### src/rtl/mac_pkg.sv
// Shared widths, mode bit positions and state encoding for the MAC cluster.
package mac_pkg;
  localparam int MAC_LANES     = 4;
  localparam int MAC_MIN_WIDTH = 8;
  localparam int MAC_ACC_WIDTH = 32;
  localparam int MAC_LEN_WIDTH = 16;

  localparam int MODE_DOT = 0;
  localparam int MODE_SAT = 1;

  typedef enum logic [1:0] {
    ST_IDLE  = 2'd0,
    ST_ACCUM = 2'd1,
    ST_DRAIN = 2'd2
  } mac_state_e;
endpackage

### src/rtl/mac_lane_acc.sv
// One lane's accumulator: stage-2 add with optional two's-complement clamp.
// Latency: 1 cycle from add_en to acc; no backpressure, the parent gates add_en.
module mac_lane_acc #(
  parameter int ACC_WIDTH = 32
) (
  input  logic                 clk,
  input  logic                 rst,
  input  logic                 load,
  input  logic [ACC_WIDTH-1:0] init,
  input  logic                 add_en,
  input  logic [ACC_WIDTH-1:0] addend,
  input  logic                 sat,
  output logic [ACC_WIDTH-1:0] acc
);
  logic [ACC_WIDTH-1:0] acc_q, acc_d;
  logic [ACC_WIDTH:0]   sum;

  always_comb begin
    sum   = {acc_q[ACC_WIDTH-1], acc_q} + {addend[ACC_WIDTH-1], addend};
    acc_d = acc_q;
    if (load) begin
      acc_d = init;
    end else if (add_en) begin
      acc_d = sum[ACC_WIDTH-1:0];
      // Top two bits of the extended sum disagree only on signed overflow.
      if (sat && (sum[ACC_WIDTH] != sum[ACC_WIDTH-1])) begin
        acc_d = sum[ACC_WIDTH] ? {1'b1, {(ACC_WIDTH-1){1'b0}}}
                               : {1'b0, {(ACC_WIDTH-1){1'b1}}};
      end
    end
  end

  always_ff @(posedge clk or negedge rst) begin
    if (!rst) acc_q <= '0;
    else      acc_q <= acc_d;
  end

  assign acc = acc_q;
endmodule

### src/rtl/mac_cluster_pipe.sv
// LANES-wide signed MAC cluster, independent or dot-product mode, optional saturation.
// Latency: last beat accepted at edge N -> out_valid after N+2; out held until out_ready.
module mac_cluster_pipe
  import mac_pkg::*;
#(
  parameter int LANES     = MAC_LANES,
  parameter int MIN_WIDTH = MAC_MIN_WIDTH,
  parameter int ACC_WIDTH = MAC_ACC_WIDTH,
  parameter int LEN_WIDTH = MAC_LEN_WIDTH
) (
  input  logic                       clk,
  input  logic                       rst,
  input  logic                       cfg_valid,
  input  logic [LANES*ACC_WIDTH-1:0] cfg_init,
  input  logic [1:0]                 cfg_mode,
  input  logic [LEN_WIDTH-1:0]       cfg_len,
  input  logic                       in_valid,
  output logic                       in_ready,
  input  logic [LANES*MIN_WIDTH-1:0] a,
  input  logic [LANES*MIN_WIDTH-1:0] b,
  output logic                       out_valid,
  input  logic                       out_ready,
  output logic [LANES*ACC_WIDTH-1:0] out
);
  localparam int PROD_W = 2 * MIN_WIDTH;
  localparam int SUM_W  = PROD_W + $clog2(LANES);

  mac_state_e           state_q, state_d;
  logic [1:0]           mode_q, mode_d;
  logic [LEN_WIDTH-1:0] len_q, len_d, cnt_q, cnt_d, cnt_inc;
  logic                 s1_vld_q, s1_vld_d, s1_last_q, s1_last_d, s2_last_q, s2_last_d;
  logic                 load, in_fire;
  logic signed [PROD_W-1:0] prod_q [LANES];
  logic signed [PROD_W-1:0] prod_d [LANES];
  logic signed [SUM_W-1:0]  tree_sum;

  assign cnt_inc = cnt_q + 1'b1;
  assign in_fire = in_valid && in_ready;

  always_comb begin
    state_d   = state_q;
    mode_d    = mode_q;
    len_d     = len_q;
    cnt_d     = cnt_q;
    load      = 1'b0;
    in_ready  = 1'b0;
    out_valid = 1'b0;
    s1_vld_d  = 1'b0;
    s1_last_d = 1'b0;
    s2_last_d = 1'b0;
    case (state_q)
      ST_IDLE: begin
        if (cfg_valid) begin
          mode_d  = cfg_mode;
          len_d   = cfg_len;
          cnt_d   = '0;
          load    = 1'b1;
          state_d = (cfg_len == '0) ? ST_DRAIN : ST_ACCUM;
        end
      end
      ST_ACCUM: begin
        in_ready = (cnt_q < len_q);
        if (in_valid && in_ready) begin
          cnt_d     = cnt_inc;
          s1_vld_d  = 1'b1;
          s1_last_d = (cnt_inc == len_q);
        end
        // The last-beat marker rides alongside the data so DRAIN waits for stage 2.
        s2_last_d = s1_last_q;
        if (s2_last_q) state_d = ST_DRAIN;
      end
      ST_DRAIN: begin
        out_valid = 1'b1;
        if (out_ready) state_d = ST_IDLE;
      end
      default: state_d = ST_IDLE;
    endcase
  end

  always_comb begin
    for (int i = 0; i < LANES; i++) begin
      prod_d[i] = prod_q[i];
      if (in_fire) begin
        prod_d[i] = PROD_W'($signed(a[i*MIN_WIDTH +: MIN_WIDTH]))
                  * PROD_W'($signed(b[i*MIN_WIDTH +: MIN_WIDTH]));
      end
    end
  end

  always_comb begin
    tree_sum = '0;
    for (int i = 0; i < LANES; i++) tree_sum = tree_sum + SUM_W'(prod_q[i]);
  end

  always_ff @(posedge clk or negedge rst) begin
    if (!rst) begin
      state_q   <= ST_IDLE;
      mode_q    <= '0;
      len_q     <= '0;
      cnt_q     <= '0;
      s1_vld_q  <= 1'b0;
      s1_last_q <= 1'b0;
      s2_last_q <= 1'b0;
      for (int i = 0; i < LANES; i++) prod_q[i] <= '0;
    end else begin
      state_q   <= state_d;
      mode_q    <= mode_d;
      len_q     <= len_d;
      cnt_q     <= cnt_d;
      s1_vld_q  <= s1_vld_d;
      s1_last_q <= s1_last_d;
      s2_last_q <= s2_last_d;
      for (int i = 0; i < LANES; i++) prod_q[i] <= prod_d[i];
    end
  end

  for (genvar i = 0; i < LANES; i++) begin : g_lane
    logic [ACC_WIDTH-1:0] addend;
    logic                 add_en;

    // In dot mode lane 0 takes the tree sum and the other lanes keep their init.
    assign addend = (mode_q[MODE_DOT] && (i == 0)) ? ACC_WIDTH'(tree_sum)
                                                   : ACC_WIDTH'(prod_q[i]);
    assign add_en = s1_vld_q && (!mode_q[MODE_DOT] || (i == 0));

    mac_lane_acc #(.ACC_WIDTH(ACC_WIDTH)) u_acc (
      .clk    (clk),
      .rst    (rst),
      .load   (load),
      .init   (cfg_init[i*ACC_WIDTH +: ACC_WIDTH]),
      .add_en (add_en),
      .addend (addend),
      .sat    (mode_q[MODE_SAT]),
      .acc    (out[i*ACC_WIDTH +: ACC_WIDTH])
    );
  end
endmodule
### config.mk
export PLATFORM = sky130hd
export DESIGN_NAME = mac_cluster_pipe
export DESIGN_NICKNAME = d
export VERILOG_FILES = /design/src/rtl/mac_pkg.sv /design/src/rtl/mac_lane_acc.sv /design/src/rtl/mac_cluster_pipe.sv
export SDC_FILE = /design/constraint.sdc
export NUM_CORES = 2
export LEC_CHECK = 0
export ABC_AREA = 1
export ABC_CLOCK_PERIOD_IN_PS = 7570
export BUFFER_PORTS_ARGS = -buffer_cell sky130_fd_sc_hd__buf_4
export CORE_AREA = 2 2 241 243
export CTS_CLUSTER_SIZE = 8
export DETAILED_ROUTE_END_ITERATION = 10
export DIE_AREA = 0 0 243 245
export PLACE_DENSITY = 0.79
export SLEW_MARGIN = 25
export SYNTH_ARGS = -nofsm -noshare
export SYNTH_HDL_FRONTEND = slang
export SYNTH_SLANG_ARGS = --single-unit
export TNS_END_PERCENT = 1
### constraint.sdc
create_clock -name clk -period 7.57 [get_ports clk]
set_input_delay 1.514 -clock clk [delete_from_list [all_inputs] [get_ports clk]]
set_output_delay 1.514 -clock clk [all_outputs]
set_load 0.01 [all_outputs]
Word-level counts from Yosys, hierarchy flattened:

Cells that the tools add are included.

* equality and inequality tests: 11
* reduce and logical (&&, ||, !) cells: 16
* mux-type cells: 34
* $add $sub $neg: 8
* multiply operators: 4
* magnitude comparators: 1

Operators by type and width (number)
* $mux W32: 17
* $add A32 B16 Y33: 3
* $mul A8 B8 Y16: 4
* $add A32 B32 Y33: 1
* $mux W16: 2
* $pmux W16 S2: 1
* $add A17 B16 Y18: 1
* $add A18 B16 Y18: 1
* $add A16 B16 Y17: 1
* $add A16 B1 Y16 const B: 1
* $eq A16 B16 Y1: 1
* $logic_not A16 Y1: 1
* $lt A16 B16 Y1: 1
* $mux W1: 9
* $mux W2: 4
* $ne A2 B2 Y1 const B: 4
* $logic_and A1 B1 Y1: 7
* $pmux W2 S3: 1
* $reduce_and A3 Y1: 2
* $reduce_bool A2 Y1: 3
* $ne A1 B1 Y1: 4
* $eq A2 B1 Y1 const B: 1
* $eq A2 B2 Y1 const B: 1
* $logic_not A2 Y1: 1
* 2 further kinds: 2

* register bits after elaboration: 231
* bits of input ports: 215
* output and inout bits: 130
* word-level logic and storage cells: 89

Longest topological paths before layout:

* word-level depth: 10
* gate-level depth with buffers: 36
* gate-level depth less buffers: 35

By module:

Synthesis repeated with hierarchy kept, for this count alone.

* cell total of the unflattened synthesis: 5077
* area total of the unflattened synthesis: 33410.8 µm²

By module, submodules not included
* mac_cluster_pipe: cells an instance 2165, instances 1, area each 16824.9 µm²
* mac_lane_acc: cells an instance 728, instances 4, area each 4146.5 µm²

Worst setup path after synthesis:

OpenSTA, ideal clock, no wires.

* path type: reg-to-reg
* start point: reg prod_q (netlist bit g_lane[1].addend[1])
* end point: reg g_lane[0].u_acc.acc_q[1]
* data arrival time: 5.253 ns
* cell stages (with the launch flop): 33
* library setup time: 0.116 ns
* buffers on the path: 1
* slack: 2.200 ns
* cell sequence: dfrtp_1 > inv_1 > fa_1 > fa_1 > inv_1 > ha_1 > inv_1 > fa_1 > inv_1 > nand2_1 > nand2_1 > nand2_1 > nand2_1 > inv_1 > o21ai_0 > nand3_1 > nand2_1 > xor2_1 > a21oi_1 > ha_1 > nand2_1 > inv_1 > a21oi_1 > nand2_1 > a21oi_1 > nand2_1 > nand2_1 > nand3_2 > buf_2 > nand2_1 > nand3_1 > nand2_1 > nand2_1

* cells in the longest elaborated chain, start to end: 10

Ends and longest elaborated chain
* start: declaration: RTL line mac_cluster_pipe.sv:33 `logic signed [PROD_W-1:0] prod_q [LANES];`
* $add A16 B16 Y17 (*): RTL line mac_cluster_pipe.sv:92 `for (int i = 0; i < LANES; i++) tree_sum = tree_sum + SUM_W'(prod_q[i]);`
* $add A17 B16 Y18 (*): RTL line mac_cluster_pipe.sv:92
* $add A18 B16 Y18 (*): RTL line mac_cluster_pipe.sv:92
* $mux W32 (*): RTL line mac_cluster_pipe.sv:122 `assign addend = (mode_q[MODE_DOT] && (i == 0)) ? ACC_WIDTH'(tree_sum)`
* $add A32 B32 Y33 (*): RTL line mac_lane_acc.sv:19 `sum = {acc_q[ACC_WIDTH-1], acc_q} + {addend[ACC_WIDTH-1], addend};`
* $ne A1 B1 Y1: RTL line mac_lane_acc.sv:26 `if (sat && (sum[ACC_WIDTH] != sum[ACC_WIDTH-1])) begin`
* $logic_and A1 B1 Y1: RTL line mac_lane_acc.sv:26
* $mux W32 (*): RTL line mac_lane_acc.sv:26
* $mux W32 (*): RTL line mac_lane_acc.sv:23 `end else if (add_en) begin`
* $mux W32 (*): RTL line mac_lane_acc.sv:21 `if (load) begin`
* end signal: assignment: RTL line mac_lane_acc.sv:34 `if (!rst) acc_q <= '0;`
* end signal: assignment: RTL line mac_lane_acc.sv:35 `else acc_q <= acc_d;`
* end: declaration: RTL line mac_lane_acc.sv:15 `logic [ACC_WIDTH-1:0] acc_q, acc_d;`

Mark *: on every way between the ends. The rest lies on a longest branch, timed or not. The select of a mux whose other input is x is not followed.
A chain may end at the register's enable or synchronous reset.

Final worst setup path:

* start point: reg prod_q (netlist bit g_lane[1].addend[1])
* end point: reg g_lane[0].u_acc.acc_q[9]

Same word-level chain as after synthesis.

==> run_results.csv <==
group,metric,value,unit
cts,cts_tree,"built",
critical_path,path_max_fanout,31,
global_routing,top_usage_layer,"met2",
logic_synthesis,synth_nets,5847,
sta,relSlewSlack,31.4,%
sta,fin_setup_tns,0,ns
critical_path,slowest_delay,0.58,ns
global_routing,grt_max_degree,211,
cts,clkTransAtPathRegs,0.05,ns
critical_path,reg2reg_slack,1.31,ns
worst_hold_path,min_from,"s2_last_q",
cells_and_area,final_core_util,65.0,%
global_routing,grtUsageTotal,33.8,%
critical_path,worst_ep_required_time,8.01,ns
global_routing,gr-total-overflow,0,
cts,htreeDepth,2,
floorplanning,rows,88,
logic_synthesis,yosysUniqueCellTypes,41,
global_routing,antenna_found_initial,0,
sta,period_share,82.6,%
cts,cts_resized,0,
sta,slew_viol_final,0,
route,dr.pass1.iters,5,
sta,finalSetupViolCount,0,
place,routabilityCongestion,0.991,
cells_and_area,syn_to_final_growth,11.7,%
critical_path,critPathTopFamily,"adder cells",
floorplanning,dieArea,0.0595,mm^2
logic_synthesis,ys_seq_elements,231,
cts,clkLatencyLatePin,0.57,ns
place,dp_cells,6049,
critical_path,start_kind,"flop",
route,routedWlPerCell,16.4,um
floorplanning,dieHeight,245,um
global_routing,met2_usage,54.4,%
critical_path,cpMaxStageDelayCell,"nand3_2",
global_routing,grt_pass1_vias,31000,
logic_synthesis,synth_cells,5095,
sta,skew,0.0332,ns
sta,fmaxAchievable,160,MHz
cts,postCtsHoldBufs,0,
sta,final_hold_viol_count,0,
logic_synthesis,synth-xor-area-share,4.24,%
cells_and_area,nNetsFinal,6073,
floorplanning,initial_utilization,58.2,%
critical_path,cp.arrival,6.70,ns
cells_and_area,stdcell_count,6093,
route,ant_nets,0,
critical_path,reg2reg_depth,31,
global_routing,grt_first_pass_wirelength,162000,um
logic_synthesis,yosysWarnings,0,
critical_path,cp_num_buf_inv,6,
place,dp_hpwl,80900,um
route,drcViolationCount,0,
route,vias_per_cell,5.30,
logic_synthesis,synthesis.area,0.0332,mm^2
floorplanning,dieWidth,243,um
floorplanning,core,0.0570,mm^2
cts,cts_buffer_depth,3,
global_routing,met1_usage,47.5,%
critical_path,setup.worst_path.start,"g_lane[1].addend[1]",
critical_path,path_common_cell,"nand2_1",
critical_path,critPathKind,"flop to flop",
critical_path,r2r_end,"g_lane[0].u_acc.acc[9]",
logic_synthesis,ys_async_sr_fraction,100,%
cts,cts_root_buffer,"clkbuf_16",
critical_path,critPathCaptureType,"flop",
logic_synthesis,yosys.area_share.simple,29.3,%
route,drt_wl_total,100000,um
route,first_iter_violations,2502,
logic_synthesis,synth-adder-area-share,26.0,%
cts,postCtsSetupRepairBufs,0,
floorplanning,ios,345,
logic_synthesis,synth_edf_count,0,
sta,rsz0062_at_grt,"false",
logic_synthesis,synthMuxAreaShare,0,%
cts,cts.sinks,231,
worst_hold_path,whs_path_depth,1,
logic_synthesis,synth_top_family_by_area,"simple AND/OR/NAND/NOR gates",
logic_synthesis,synth_ff_type,"dfrtp_1",
worst_hold_path,hp-class,"flop to flop",
logic_synthesis,synth_compound_area_share,8.84,%
cts,numCtsBuffers,35,
cells_and_area,final_layout_size_suffix_gt1_share,8.82,%
worst_hold_path,holdPathEnd,"state_q[0]",
run,cap_violations,0,
logic_synthesis,syn_avg_cell_area,6.52,um^2
place,io_buffer_count,344,
route,vias,32300,
cells_and_area,fill_cells,5404,
cells_and_area,diodes,0,
logic_synthesis,synth_seq_area_share,17.4,%
global_routing,grt_use_met3,4.57,%
critical_path,r2r-start,"g_lane[1].addend[1]",
outcome,run_status,"complete, no violations",
sta,worstMarginPinSlew,1.03,ns
sta,fin_crit,6.26,ns
sequential cells by signal, summed over array words and instances (netlist names):
signal / count
prod_q: 16
mode_q: 2
state_q: 2
s1_last_q: 1
g_lane.addend: 48
cnt_q: 16
g_lane.u_acc.acc: 128
s2_last_q: 1
len_q: 16
g_lane.add_en: 1
metrics by stage:
step	setup slack [ns]	instance area (um^2)	hold WS (ns)
6_report	1.31	37100	0.481
5_1_grt	0.822	37100	0.498
4_1_cts	1.50	37100	0.480
3_5_place_dp	1.52	36100	0.474
3_3_place_gp	1.64	36100	0.451
2_1_floorplan	2.20	33200	0.447
cells in the mapped netlist, types with 2 or more instances:
library cell | n | area, um^2
o21a_1 | 3 | 22.5
clkbuf_1 | 119 | 447
nor2_1 | 273 | 1020
nand3b_1 | 2 | 15.0
nand3_2 | 6 | 60.1
inv_1 | 1042 | 3910
dfrtp_1 | 231 | 5780
nand3_4 | 4 | 70.1
o21ai_1 | 13 | 65.1
nor4_1 | 3 | 18.8
nand3_1 | 251 | 1260
o22ai_1 | 4 | 25.0
or2_2 | 30 | 188
buf_1 | 4 | 15.0
buf_2 | 23 | 115
or2_1 | 3 | 18.8
a31o_2 | 2 | 17.5
ha_1 | 280 | 3500
buf_4 | 3 | 22.5
nand2_1 | 1726 | 6480
nand4_1 | 28 | 175
o31ai_1 | 6 | 45.0
xnor2_1 | 48 | 420
nor2_2 | 2 | 12.5
a21o_1 | 2 | 15.0
fa_1 | 257 | 5140
xor2_1 | 110 | 963
buf_6 | 15 | 169
a21oi_1 | 201 | 1010
o21bai_1 | 42 | 315
nor3_1 | 40 | 200
nor3_2 | 4 | 40.0
o21ai_0 | 280 | 1400
and2_1 | 4 | 25.0
nand2_2 | 22 | 138
inv_2 | 7 | 26.3
final cells by class:
type                       instances  area, um^2  share of cell area, %
multi-input combinational       3650       22700                   61.3
sequential                       231        5780                   15.6
inverter                        1050        3940                   10.6
timing repair buffer             353        2700                   7.27
tap                              765         957                   2.58
clock buffer                      40         895                   2.41
clock inverter                     4        82.6                  0.223
how the worst max path moves through the flow:
stage | end | slack [ns] | cells after the start
2_1_floorplan | g_lane[0].u_acc.acc[1] | 2.20 | 32
3_3_place_gp | g_lane[0].u_acc.acc[20] | 1.64 | 31
3_5_place_dp | g_lane[0].u_acc.acc[24] | 1.52 | 31
4_1_cts | g_lane[0].u_acc.acc[17] | 1.50 | 31
5_1_grt | g_lane[0].u_acc.acc[6] | 0.82 | 32
6_report | g_lane[0].u_acc.acc[9] | 1.31 | 31
placed cells by master, fill, tap and decap left out, types with 28 or more instances in the layout:
cell       count
a21oi_1      201
buf_4        349
clkbuf_16     35
dfrtp_1      231
fa_1         257
ha_1         280
inv_1       1042
nand2_1     1726
nand3_1      250
nand4_1       28
nor2_1       273
nor3_1        40
o21ai_0      280
o21bai_1      42
or2_2         30
xnor2_1       48
xor2_1       110
worst reg2reg max path: cells and delay by family (launching register included):
| kind | cells | cell delay [ns] |
|---|---|---|
| buf+inv | 6 | 0.51 |
| fa+ha+maj | 5 | 1.87 |
| simple gates | 14 | 1.86 |
| flops | 1 | 0.38 |
| xor+xnor | 1 | 0.08 |
| compound gates | 5 | 1.46 |
cell families (layout without fill, tap and decap cells):
kind of cell               count (synthesis)  after routing
xor gates and xnor gates                 159            159
DFF                                      231            231
buffers and inverters                   1214           1447
adders and majority gates                537            537
AOI/OAI and AO/OA                        556            556
and+or+nand+nor                         2398           2398
metal layers:
metal  up-vias  part of all wire [%]
met5         -                     0
met4         0                   3.0
met3       152                   7.2
met2      1065                    45
met1     15200                    45
li1      15900                     -
Power is left out: the tool's default activity adds up to more than one toggle a clock period on the data nets, which glitch-free logic cannot reach.
